**src/rtl/logic_reset_sequencer_pkg.sv**
```systemverilog
// Shared types and sizing helpers for the reset release sequencer.
package logic_reset_sequencer_pkg;

  typedef enum logic [1:0] {
    STATE_HOLD,
    STATE_RELEASE,
    STATE_DONE
  } state_t;

  function automatic int unsigned counter_width(input int unsigned hold,
                                                input int unsigned delay);
    int unsigned longest;
    longest = (hold > delay) ? hold : delay;
    return $clog2(longest + 1);
  endfunction

endpackage

```
**src/rtl/logic_reset_synchronizer_unit.sv**
```systemverilog
// Reset synchronizer: asserts asynchronously, releases after STAGES clock edges.
module logic_reset_synchronizer_unit #(
  parameter int unsigned STAGES = 2
) (
  input  logic clk,
  input  logic areset_n,
  output logic rst_n
);

  logic [STAGES-1:0] sync;

  always_ff @(posedge clk or negedge areset_n) begin
    if (!areset_n) begin
      sync <= '0;
    end else begin
      sync <= {sync[STAGES-2:0], 1'b1};
    end
  end

  assign rst_n = sync[STAGES-1];

endmodule

```
**src/rtl/logic_reset_sequencer.sv**
```systemverilog
// Releases OUTPUTS active-low resets in index order after a hold period, DELAY cycles apart.
module logic_reset_sequencer
  import logic_reset_sequencer_pkg::*;
#(
  parameter int unsigned STAGES  = 2,
  parameter int unsigned OUTPUTS = 4,
  parameter int unsigned HOLD    = 8,
  parameter int unsigned DELAY   = 16
) (
  input  logic               aclk,
  input  logic               areset,
  input  logic               soft_reset,
  output logic [OUTPUTS-1:0] resets_n,
  output logic               ready
);

  localparam int unsigned CNT_W = counter_width(HOLD, DELAY);
  localparam int unsigned IDX_W = $clog2(OUTPUTS + 1);
  localparam logic [CNT_W-1:0] HOLD_TC  = CNT_W'(HOLD - 1);
  localparam logic [CNT_W-1:0] DELAY_TC = CNT_W'(DELAY - 1);
  localparam logic [IDX_W-1:0] LAST_IDX = IDX_W'(OUTPUTS - 1);

  if (STAGES < 2) begin : g_drc_stages
    $error("logic_reset_sequencer: STAGES must be >= 2");
  end
  if (OUTPUTS < 1) begin : g_drc_outputs
    $error("logic_reset_sequencer: OUTPUTS must be >= 1");
  end
  if (HOLD < 1) begin : g_drc_hold
    $error("logic_reset_sequencer: HOLD must be >= 1");
  end
  if (DELAY < 1) begin : g_drc_delay
    $error("logic_reset_sequencer: DELAY must be >= 1");
  end

  logic               rst_n;
  state_t             state, state_next;
  logic [CNT_W-1:0]   count, count_next;
  logic [IDX_W-1:0]   idx, idx_next;
  logic [OUTPUTS-1:0] resets_next;
  logic               ready_next;

  logic_reset_synchronizer_unit #(
    .STAGES(STAGES)
  ) u_sync (
    .clk     (aclk),
    .areset_n(!areset),
    .rst_n   (rst_n)
  );

  always_comb begin
    state_next  = state;
    count_next  = count;
    idx_next    = idx;
    resets_next = resets_n;
    if (soft_reset) begin
      state_next  = STATE_HOLD;
      count_next  = '0;
      idx_next    = '0;
      resets_next = '0;
    end else begin
      unique case (state)
        STATE_HOLD: begin
          if (count == HOLD_TC) begin
            count_next     = '0;
            resets_next[0] = 1'b1;
            if (OUTPUTS == 1) begin
              state_next = STATE_DONE;
            end else begin
              state_next = STATE_RELEASE;
              idx_next   = IDX_W'(1);
            end
          end else begin
            count_next = count + 1'b1;
          end
        end
        STATE_RELEASE: begin
          if (count == DELAY_TC) begin
            count_next       = '0;
            resets_next[idx] = 1'b1;
            if (idx == LAST_IDX) begin
              state_next = STATE_DONE;
            end else begin
              idx_next = idx + 1'b1;
            end
          end else begin
            count_next = count + 1'b1;
          end
        end
        STATE_DONE: begin
        end
        default: begin
          state_next = STATE_HOLD;
        end
      endcase
    end
    // ready is registered alongside resets_n so it tracks &resets_n exactly
    ready_next = &resets_next;
  end

  always_ff @(posedge aclk or negedge rst_n) begin
    if (!rst_n) begin
      state    <= STATE_HOLD;
      count    <= '0;
      idx      <= '0;
      resets_n <= '0;
      ready    <= 1'b0;
    end else begin
      state    <= state_next;
      count    <= count_next;
      idx      <= idx_next;
      resets_n <= resets_next;
      ready    <= ready_next;
    end
  end

endmodule

```
**config.mk**
```make
export PLATFORM = sky130hd
export DESIGN_NAME = logic_reset_sequencer
export DESIGN_NICKNAME = d
export VERILOG_FILES = /design/src/rtl/logic_reset_sequencer_pkg.sv /design/src/rtl/logic_reset_synchronizer_unit.sv /design/src/rtl/logic_reset_sequencer.sv
export SDC_FILE = /design/constraint.sdc
export NUM_CORES = 1
export LEC_CHECK = 0
export CAP_MARGIN = 20
export CORE_UTILIZATION = 49
export CTS_CLUSTER_SIZE = 16
export DETAILED_ROUTE_END_ITERATION = 8
export PLACE_DENSITY_LB_ADDON = 0.08
export SYNTH_ARGS = -nofsm -noshare
export SYNTH_HDL_FRONTEND = slang
export SYNTH_SLANG_ARGS = --single-unit
```
**constraint.sdc**
```tcl
create_clock -name aclk -period 0.8 [get_ports aclk]
set_input_delay 0.16 -clock aclk [delete_from_list [all_inputs] [get_ports aclk]]
set_output_delay 0.16 -clock aclk [all_outputs]
set_load 0.005 [all_outputs]
```
# Word-level counts from Yosys, hierarchy flattened
# Cells that the tools add are included.
# Widths: inputs -> output; s select.
[totals]
input_bits = 3
regBits = 17
wordCells = 48
output_inout_bits = 5
[classes]
bitwise_logic = 1
n_lt_le_gt_ge = 2
reduce_logical = 6
n_eq_ne = 10
mux = 21
n_addsub = 2
[op_table]
columns = ["operator", "n"]
rows = [
  ["$mux 3", 5],
  ["$mux 5", 3],
  ["$ne 3x3->1 const B", 4],
  ["$reduce_and 4->1", 3],
  ["$pmux 5 s2", 1],
  ["$mux 2", 4],
  ["$mux 4", 2],
  ["$pmux 2 s3", 1],
  ["$pmux 3 s2", 1],
  ["$add 5x1->5 const B", 1],
  ["$eq 5x3->1 const B", 1],
  ["$eq 5x4->1 const B", 1],
  ["$or 4x4->4", 1],
  ["$add 3x1->3 const B", 1],
  ["$eq 3x2->1 const B", 1],
  ["$ge 3x1->1 const B", 1],
  ["$lt 3x3->1 const B", 1],
  ["$reduce_bool 3->1", 1],
  ["$demux 1 s2", 1],
  ["$eq 2x1->1 const B", 1],
  ["$eq 2x2->1 const B", 1],
  ["$logic_not 2->1", 1],
  ["$mux 1", 2],
  ["$ne 2x2->1 const B", 1],
  ["other kinds (2)", 2],
]

# Depth between registers and ports, before layout
# Gate-level depths: netlist (run 1).
[logic_depth]
depth_word = 9
mapped_depth = 7
depth_no_buf = 7

# Cells and area by module
# A second synthesis (run 1) with hierarchy kept.
[unflattened]
hier_cells = 84
area_unflattened_um2 = 885.8
[modules_own_cells]
columns = ["module", "instances", "area_each_um2", "seq_area_each_um2", "cells_per_inst"]
rows = [
  ["logic_reset_sequencer", 1, 832.0, 375.4, 81],
  ["logic_reset_synchronizer_unit", 1, 53.8, 50.0, 3],
]

# Least setup slack after synthesis (run 1)
# OpenSTA, ideal clock, no wires.
[synth_path]
path_kind = "flip-flop to flip-flop"
startpoint = "reg count[0]"
endpoint = "reg ready"
path_stages_with_launch = 8
slack_ns = -0.973
synth_period_minus_slack_ns = 1.773
path_buffers = 0
setup_ns = 0.096
t_arrival_ns = 1.677
t_required_ns = 0.704
cell_sequence = "dfrtp_1 ha_1 and3_1 ha_1 and4bb_1 a21oi_1 or3_1 nor4_2"
[synth_via]
elab_chain_len = 5
elab_cells_between_ends = 8
classes_between = "eq/ne: 2; mux: 5; reduce/logical: 1"
[synth_rtl]
columns = ["element", "line_no", "text"]
rows = [
  ["start: declaration", "logic_reset_sequencer.sv:38", "logic [CNT_W-1:0] count, count_next;"],
  ["start signal: assignment", "logic_reset_sequencer.sv:110", "count <= count_next;"],
  ["$eq 5x4->1 or $eq 5x3->1 (tied branches)", "logic_reset_sequencer.sv:78, logic_reset_sequencer.sv:64", ""],
  ["$mux 4 or $mux 1 (tied branches)", "logic_reset_sequencer.sv:78, logic_reset_sequencer.sv:64", ""],
  ["$pmux 1 s2 or $mux 3 (tied branches)", "logic_reset_sequencer.sv:62", "unique case (state)"],
  ["$mux 4 *", "logic_reset_sequencer.sv:56", "if (soft_reset) begin"],
  ["$reduce_and 4->1 *", "logic_reset_sequencer.sv:98", "ready_next = &resets_next;"],
  ["named net ready_next", "logic_reset_sequencer.sv:41", "logic ready_next;"],
  ["end signal: assignment", "logic_reset_sequencer.sv:113", "ready <= ready_next;"],
  ["end: declaration", "logic_reset_sequencer.sv:14", "output logic ready"],
]
# Mark *: on every way through the listed nets, which the timed path passes. The rest lies on a longest branch.
# A chain may end at the register's enable or synchronous reset.

# Worst setup path after layout (run 1)
# Ends and elaborated chain as after synthesis.

==> flow_summary.ini, run 1 <==
[status]
status = finished, violations left
violations = negative setup slack

[global_routing]
grt.overflow.total = 0
grt_max_degree = 18
grt_pass1_vias = 772
grt_use_total_pct = 24.12
antenna_found_initial = 0
grt_pass1_wl_mm = 3.249

[power_and_ir_drop]
seq_power_share_pct = 60.0
swShare_pct = 23.57
vdd_drop_max_v = 0.001202
p_int_mw = 1.131
p_clk_share_pct = 30.8
comb_power_share_pct = 9.2
netSwitchingPower_mw = 0.3490
powerDensity_nw_per_um2 = 1140
p_leak_nw = 0.6125
p_total_mw = 1.480

[synth]
yosysTopAreaCell = dfrtp_1
synthCells = 88
yosysSeqAreaShare_pct = 48.36
netlist_area_um2 = 879.6
synthTopCellsByArea = dfrtp_1 (48%), ha_1 (11%), a21oi_1 (5.7%)
syn_area_per_cell_um2 = 9.995
synthDominantCellAreaShare_pct = 48.36
synth.ff_latch_count = 17
synth.distinct_cells = 29
synth_nets = 99
yosys_warnings = 0

[die]
core_area_um2 = 1594
die_y_um = 44.37
rows = 14
io_pins = 8
die-area_um2 = 1969
start_util_pct = 55.18
die_x_um = 44.37

[route]
drc_errors = 0
drt_iter0_drc = 10
wl_per_cell_um = 13.44
ant_nets = 0
first_pass_iters = 4
via_per_inst = 5.172
vias = 781
postRouteWirelength_mm = 2.030

[clock_tree]
cts_buffer_depth = 2
htree_levels = 1
cts-root-buf = clkbuf_4
cts_num_sinks = 17
cts_tree = yes
insertion_delay_ns = 0.29
path_clk_slew_ns = 0.10
cts_buffers = 3

[timing]
worst_slack_ns = -1.009
finalSetupViolCount = 20
rsz0062_at_grt = true
slew_violations = 0
finalHoldViolCount = 0
fin_crit_sh_pct = 226.1
min_period_ns = 1.809
fmax_ghz = 0.5528
fin_skew_ns = 0.006164

[final_layout]
multi_input_area_um2 = 494.2
seqCellArea_um2 = 425.4
diodes = 0
drive_gt1_share_pct = 47.24
final_common_cell = buf_4
area_growth_pct = 47.65
mostFrequentLayoutCells = buf_4 (29), dfrtp_1 (17), nor2_1 (9)
fin_nets = 139
stdcell_count = 151
num-fill-cells = 105
fin_area_um2 = 1299

[worst_setup_path]
setup.worst_path.start_class = flip-flop
critPathMaxFanout = 3
crit_type = flip-flop to flip-flop
cp-end-kind = flip-flop
arrival_ns = 2.02
worstPathRequired_ns = 1.01

[placement]
gp_congestion = 0.8159
io_buffers = 7
place_area_um2 = 1160
hpwl_mm = 1.297
dpl.cell_count = 139

[flow_run]
drv_cap = 0

[worst_hold_path]
hold_class = flip-flop to asynchronous set/reset pin
## critical path, cell delays in order, from the launching register on
cell and delay [ns]:
dfrtp_1 0.37, ha_2 0.18, and3_4 0.19, ha_4 0.13, and4bb_2 0.28, a21oi_2 0.07, or3_1 0.36, nor4_2 0.14
## through the flow
| stage | hold slack, ns | TNS [ns] | worst slack, ns | utilization, % |
|---|---|---|---|---|
| global route | 0.2225 | -13.23 | -1.075 | 81.48 |
| floorplan | -0.09882 | -9.171 | -0.9478 | - |
| global placement | 0.1762 | -11.18 | -0.9293 | 72.76 |
| CTS | 0.1984 | -11.75 | -0.9854 | 80.06 |
| detailed placement | 0.1881 | -11.65 | -1.009 | 72.76 |
| finish | 0.1896 | -12.18 | -1.009 | 81.48 |
## state kept, by name, indices dropped and copies added, names as in the netlist
name	cells
state	2
ready	1
u_sync.sync	2
count	5
idx	3
resets_n	4
## synth_stat cells
| cell | instances |
|---|---|
| buf_6 | 1 |
| or2_1 | 1 |
| a21oi_1 | 10 |
| nor2_1 | 11 |
| o21a_1 | 2 |
| clkbuf_1 | 2 |
| mux2_2 | 1 |
| and3_1 | 1 |
| nand2b_1 | 1 |
| and4bb_1 | 1 |
| nor4_2 | 1 |
| a32oi_1 | 1 |
| or3_1 | 1 |
| nand4bb_1 | 1 |
| nand2_1 | 6 |
| buf_2 | 1 |
| nor3_1 | 1 |
| a211oi_1 | 3 |
| o22a_1 | 1 |
| dfrtp_1 | 17 |
| nand3_1 | 2 |
| nor2b_1 | 1 |
| conb_1 | 1 |
| a221oi_1 | 1 |
| nor3b_1 | 1 |
| o21ai_0 | 3 |
| inv_1 | 6 |
| ha_1 | 8 |
| mux2i_1 | 1 |
## metal layers
metal | GRT usage (%) | vias to the layer above | part of all wire, %
li1 | - | 382 | -
met3 | 5.306 | 5 | 3.4
met1 | 29.21 | 378 | 45
met5 | 0 | - | 0
met2 | 37.06 | 16 | 50
met4 | 18.79 | 0 | 2.4
## repair_timing
| item | in CTS | in global routing |
|---|---|---|
| setup endpoints to repair | 20 | 20 |
| buffers inserted | 7 | 2 |
| hold buffers | 1 | 0 |
| endpoints found under the hold margin | 2 | 0 |
| gates resized for setup | 32 | 5 |
| pin swaps | 7 | 3 |
## power by group through the flow
stage,logic (mW),clock network (mW),registers [mW]
floorplan,0.0432,0,0.917
detailed placement,0.120,0,0.906
global route,0.149,0.504,0.891
global placement,0.117,0,0.904
finish,0.136,0.456,0.888
CTS,0.131,0.489,0.889
## area by class of cell
cell class                 instances  share of cell area, %
timing repair buffer              39                  23.02
multi-input combinational         61                  38.05
clock inverter                     1                 0.3854
inverter                           6                  1.734
clock buffer                       3                  1.734
tap                               24                  2.312
sequential                        17                  32.76
## kinds of logic (layout without fill, tap and decap cells)
logic type / after synthesis / in the layout / synth area share (%)
flip-flops: 17 / 17 / 48.36
AND/OR/NAND/NOR: 29 / 29 / 17.50
AO/OA/AOI/OAI: 21 / 21 / 14.65
buffers and inverters: 10 / 49 / 5.263
multiplexers: 2 / 2 / 2.418
other: 1 / 1 / 0.4263
adder cells (fa/ha/maj): 8 / 8 / 11.38
## worst paths after layout
| path | from | end | slack (ns) | cells after the start |
|---|---|---|---|---|
| max | count[0] | ready | -1.01 | 7 |
| max reg2reg | count[0] | ready | -1.01 | 7 |
| min reg2reg | u_sync.sync[1] | resets_n[2] | 0.19 | 1 |
| min in group aclk | u_sync.sync[0] | u_sync.sync[1] | 0.37 | 0 |
| max in group asynchronous | areset | u_sync.sync[1] | 0.15 | 3 |
| min | u_sync.sync[1] | resets_n[2] | 0.19 | 1 |
Note: power is estimated with default switching activity, not from simulation.
==> inputs of run 2 (changes only) <==
--- a/config.mk
+++ b/config.mk
@@ -9,7 +9,9 @@
 export CORE_UTILIZATION = 49
 export CTS_CLUSTER_SIZE = 16
 export DETAILED_ROUTE_END_ITERATION = 8
+export HOLD_SLACK_MARGIN = 0.15
 export PLACE_DENSITY_LB_ADDON = 0.08
 export SYNTH_ARGS = -nofsm -noshare
 export SYNTH_HDL_FRONTEND = slang
 export SYNTH_SLANG_ARGS = --single-unit
+export TNS_END_PERCENT = 5
==> flow_summary.ini, run 2 (same netlist as run 1, synthesis figures left out) <==
[route]
wl_per_cell_um = 14.35
via_per_inst = 5.028
vias = 724
ant_nets = 0
drc_errors = 0
postRouteWirelength_mm = 2.067
drt_iter0_drc = 12
first_pass_iters = 4

[worst_setup_path]
reg2reg_to = ready
setup.worst_path.start_class = flip-flop
cp-end-kind = flip-flop
critPathMaxFanout = 4
regToRegStartpoint = count[1]
r2r_slack_ns = -1.01
arrival_ns = 2.02
crit_type = flip-flop to flip-flop
startpoint = count[1]
rr_worst_depth = 7
worstPathRequired_ns = 1.00

[die]
rows = 14
io_pins = 8
die_x_um = 44.37
start_util_pct = 55.18
core_area_um2 = 1594
die-area_um2 = 1969
die_y_um = 44.37

[global_routing]
grt_pass1_vias = 734
grt_max_degree = 18
grt_use_total_pct = 24.25
antenna_found_initial = 0
grt_pass1_wl_mm = 3.339
grt.overflow.total = 0

[clock_tree]
cts_tree = yes
htree_levels = 1
cts_num_sinks = 17
path_clk_slew_ns = 0.09
cts-root-buf = clkbuf_4
cts_buffers = 3
cts_buffer_depth = 2
insertion_delay_ns = 0.29

[placement]
gp_congestion = 0.7999
dpl.cell_count = 138
hpwl_mm = 1.413
io_buffers = 7

[timing]
whs_ns = 0.1860
fin_skew_ns = 0.001821
fmax_ghz = 0.5513
worst_slack_ns = -1.014
rsz0062_at_grt = true
fin_crit_sh_pct = 226.7
min_period_ns = 1.814
slew_violations = 0
finalHoldViolCount = 0
finalSetupViolCount = 20

[final_layout]
fin_nets = 132
drive_gt1_share_pct = 40.00
area_growth_pct = 40.83
final_common_cell = buf_4
stdcell_count = 144
diodes = 0
reg.largest.list = count (5), resets_n (4), idx (3)
num-fill-cells = 109
mostFrequentLayoutCells = buf_4 (22), dfrtp_1 (17), nor2_1 (10)
top_register = count
largest_register_ff_count = 5

[worst_hold_path]
hold_class = flip-flop to asynchronous set/reset pin

[power_and_ir_drop]
vdd_drop_max_v = 0.001292
powerDensity_nw_per_um2 = 1196
p_leak_nw = 0.5696

[flow_run]
drv_cap = 0

[status]
status = finished, violations left
violations = negative setup slack
## run 2: worst max-delay path by stage
| stage | slack, ns | cells past startpoint | to |
|---|---|---|---|
| finish | -1.01 | 7 | ready |
| global route | -1.10 | 7 | ready |
| CTS | -1.01 | 7 | ready |
| detailed placement | -0.99 | 7 | ready |
| global placement | -0.93 | 7 | ready |
| floorplan | -0.95 | 7 | ready |
## run 2: metrics by stage
stage | util, % | setup slack (ns) | instance area (um^2) | power, mW | TNS (ns)
finish | 77.71 | -1.014 | 1239 | 1.481 | -11.89
global placement | 72.06 | -0.9304 | 1149 | 1.023 | -11.29
detailed placement | 72.06 | -0.9949 | 1149 | 1.028 | -11.99
CTS | 76.37 | -1.012 | 1217 | 1.498 | -12.09
floorplan | - | -0.9478 | 899.6 | 0.9606 | -9.404
global route | 77.71 | -1.101 | 1239 | 1.566 | -13.19
## run 2: area by class of cell
class                      instances  area (um^2)  area share, %
tap                               24        30.03          2.424
sequential                        17        425.4          34.34
inverter                           6        22.52          1.818
timing repair buffer              32        242.7          19.60
clock buffer                       3        22.52          1.818
clock inverter                     1        5.005         0.4040
multi-input combinational         61        490.5          39.60
## run 2: routing by layer
layer | global-route usage [%] | up-vias | part of all wire [%]
li1 | - | 365 | -
met1 | 30.63 | 347 | 44
met2 | 39.12 | 10 | 52
met3 | 7.755 | 2 | 3.0
met4 | 8.485 | 0 | 0.87
met5 | 0 | - | 0
## run 2: what timing repair did
item	CTS	global route
pin swaps	4	0
hold buffers	1	0
gates resized for setup	21	9
buffers inserted	1	0
hold endpoints to repair	2	0
setup endpoints to repair	20	20
## run 2: critical path, stage by stage (launching register included)
cell and delay, ns:
dfrtp_1 0.41, ha_4 0.15, and3_4 0.19, ha_4 0.14, and4bb_1 0.27, a21oi_2 0.08, or3_1 0.36, nor4_2 0.13
## run 2: where the power goes
group / internal, mW / switching [mW] / total (mW) / leakage, nW
Clock: 0.186 / 0.264 / 0.450 / 0.0177
Sequential: 0.878 / 0.0147 / 0.893 / 0.230
Combinational: 0.0662 / 0.0720 / 0.138 / 0.321
Total: 1.13 / 0.351 / 1.48 / 0.570
==> inputs of run 3 (changes only) <==
--- a/config.mk
+++ b/config.mk
@@ -11,6 +11,8 @@
 export DETAILED_ROUTE_END_ITERATION = 8
 export HOLD_SLACK_MARGIN = 0.15
 export PLACE_DENSITY_LB_ADDON = 0.08
+export RECOVER_POWER = 25
+export SLEW_MARGIN = 5
 export SYNTH_ARGS = -nofsm -noshare
 export SYNTH_HDL_FRONTEND = slang
 export SYNTH_SLANG_ARGS = --single-unit
==> flow_summary.ini, run 3 (same netlist as run 1, synthesis figures left out) <==
[status]
status = finished, violations left
violations = negative setup slack

[clock_tree]
cts_buffer_depth = 2
htree_levels = 1
cts_num_sinks = 17
cts_tree = yes
path_clk_slew_ns = 0.09
insertion_delay_ns = 0.29
cts-root-buf = clkbuf_4
cts_buffers = 3

[power_and_ir_drop]
netSwitchingPower_mw = 0.3506
p_clk_share_pct = 30.4
swShare_pct = 23.70
powerDensity_nw_per_um2 = 1197
p_int_mw = 1.129
comb_power_share_pct = 9.2
p_total_mw = 1.479
vdd_drop_max_v = 0.001292
seq_power_share_pct = 60.4
p_leak_nw = 0.5689

[route]
ant_nets = 0
drt_iter0_drc = 12
first_pass_iters = 4
wl_per_cell_um = 14.35
via_per_inst = 5.028
vias = 724
drc_errors = 0
postRouteWirelength_mm = 2.066

[worst_setup_path]
arrival_ns = 2.02
critPathMaxStageDelay_ns = 0.41
cpMaxStageDelayCell = dfrtp_1
worst-path-stages = 7
cp-end-kind = flip-flop
worstPathRequired_ns = 1.00
regToRegStartpoint = count[1]
crit_type = flip-flop to flip-flop
critPathMaxFanout = 4
r2r_slack_ns = -1.01
cp_common_cell = ha_4
reg2reg_to = ready
rr_worst_depth = 7
crit_chain = ha_4, and3_4, ha_4, and4bb_1, a21oi_2, or3_1, nor4_2
critPathCapture = ready
path_buf_inv = 0
path_delay_family = simple AND/OR/NAND/NOR gates
startpoint = count[1]
setup.worst_path.start_class = flip-flop

[timing]
finalSetupViolCount = 20
fin_crit_sh_pct = 226.7
fmax_ghz = 0.5513
slew_violations = 0
finalHoldViolCount = 0
min_period_ns = 1.814
setup_tns_ns = -11.89
rsz0062_at_grt = true
fin_skew_ns = 0.001821
worst_slack_ns = -1.014

[final_layout]
mostFrequentLayoutCells = buf_4 (21), dfrtp_1 (17), nor2_1 (10)
reg.largest.list = count (5), resets_n (4), idx (3)
area_growth_pct = 40.54
diodes = 0
final_common_cell = buf_4
largest_register_ff_count = 5
fin_nets = 132
drive_gt1_share_pct = 40.00
top_register = count

[placement]
hpwl_mm = 1.413
io_buffers = 7
gp_congestion = 0.7999

[die]
rows = 14
start_util_pct = 55.18
io_pins = 8
die-area_um2 = 1969
die_x_um = 44.37
die_y_um = 44.37
core_area_um2 = 1594

[global_routing]
grt_pass1_wl_mm = 3.339
grt.overflow.total = 0
antenna_found_initial = 0
grt_max_degree = 18
grt_use_total_pct = 24.25
grt_pass1_vias = 734

[worst_hold_path]
hold_class = flip-flop to asynchronous set/reset pin

[flow_run]
drv_cap = 0
run 3: changes by cell type in the layout (fill, tap and decap cells not counted):
cell | before | now
buf_4 | 22 | 21
clkbuf_2 | 3 | 4
run 3: layout make-up:
class                   instances  area [um^2]
flip-flops and latches         17        425.4
clock inverters                 1        5.005
inverters                       6        22.52
fillers                       110        357.8
multi-input cells              61        490.5
clock buffers                   3        22.52
well taps                      24        30.03
repair buffers                 32        240.2
run 3: power groups by stage:
stage	logic [mW]	clock network (mW)	registers, mW
finish	0.137	0.450	0.893
global route	0.153	0.516	0.895
detailed placement	0.123	0	0.905
CTS	0.131	0.473	0.893
floorplan	0.0432	0	0.917
global placement	0.118	0	0.904
run 3: repair_timing:
action | in CTS | in global routing
gates cloned | 0 | 0
endpoints found under the hold margin | 2 | 0
setup buffers | 1 | 0
hold buffers | 1 | 0
resized for setup | 21 | 9
pin swaps | 4 | 0
endpoints found under the setup margin | 20 | 20
run 3: how the worst min path moves through the flow:
stage / from / to / slack [ns] / depth (start not counted)
floorplan: areset / u_sync.sync[0] / -0.1 / 1
global placement: u_sync.sync[1] / idx[0] / 0.18 / 1
detailed placement: u_sync.sync[1] / resets_n[2] / 0.18 / 1
CTS: u_sync.sync[1] / resets_n[2] / 0.19 / 1
global route: u_sync.sync[1] / resets_n[2] / 0.30 / 1
finish: u_sync.sync[1] / resets_n[2] / 0.25 / 1
run 3: per-layer routing:
metal | wire, um | GRT usage (%)
met1 | 904 | 30.63
met2 | 1081 | 39.12
met3 | 62 | 7.755
met4 | 18 | 8.485
met5 | 0 | 0
run 3: through the flow:
| step | std cells | instance area (um^2) | hold WS, ns | worst slack [ns] | util (%) |
|---|---|---|---|---|---|
| 6_report | 144 | 1236 | 0.2487 | -1.014 | 77.55 |
| 5_1_grt | 144 | 1236 | 0.3006 | -1.101 | 77.55 |
| 4_1_cts | 144 | 1217 | 0.1906 | -1.012 | 76.37 |
| 3_5_place_dp | 138 | 1149 | 0.1833 | -0.9949 | 72.06 |
| 3_3_place_gp | 138 | 1149 | 0.1778 | -0.9304 | 72.06 |
| 2_1_floorplan | 88 | 899.6 | -0.09882 | -0.9478 | - |
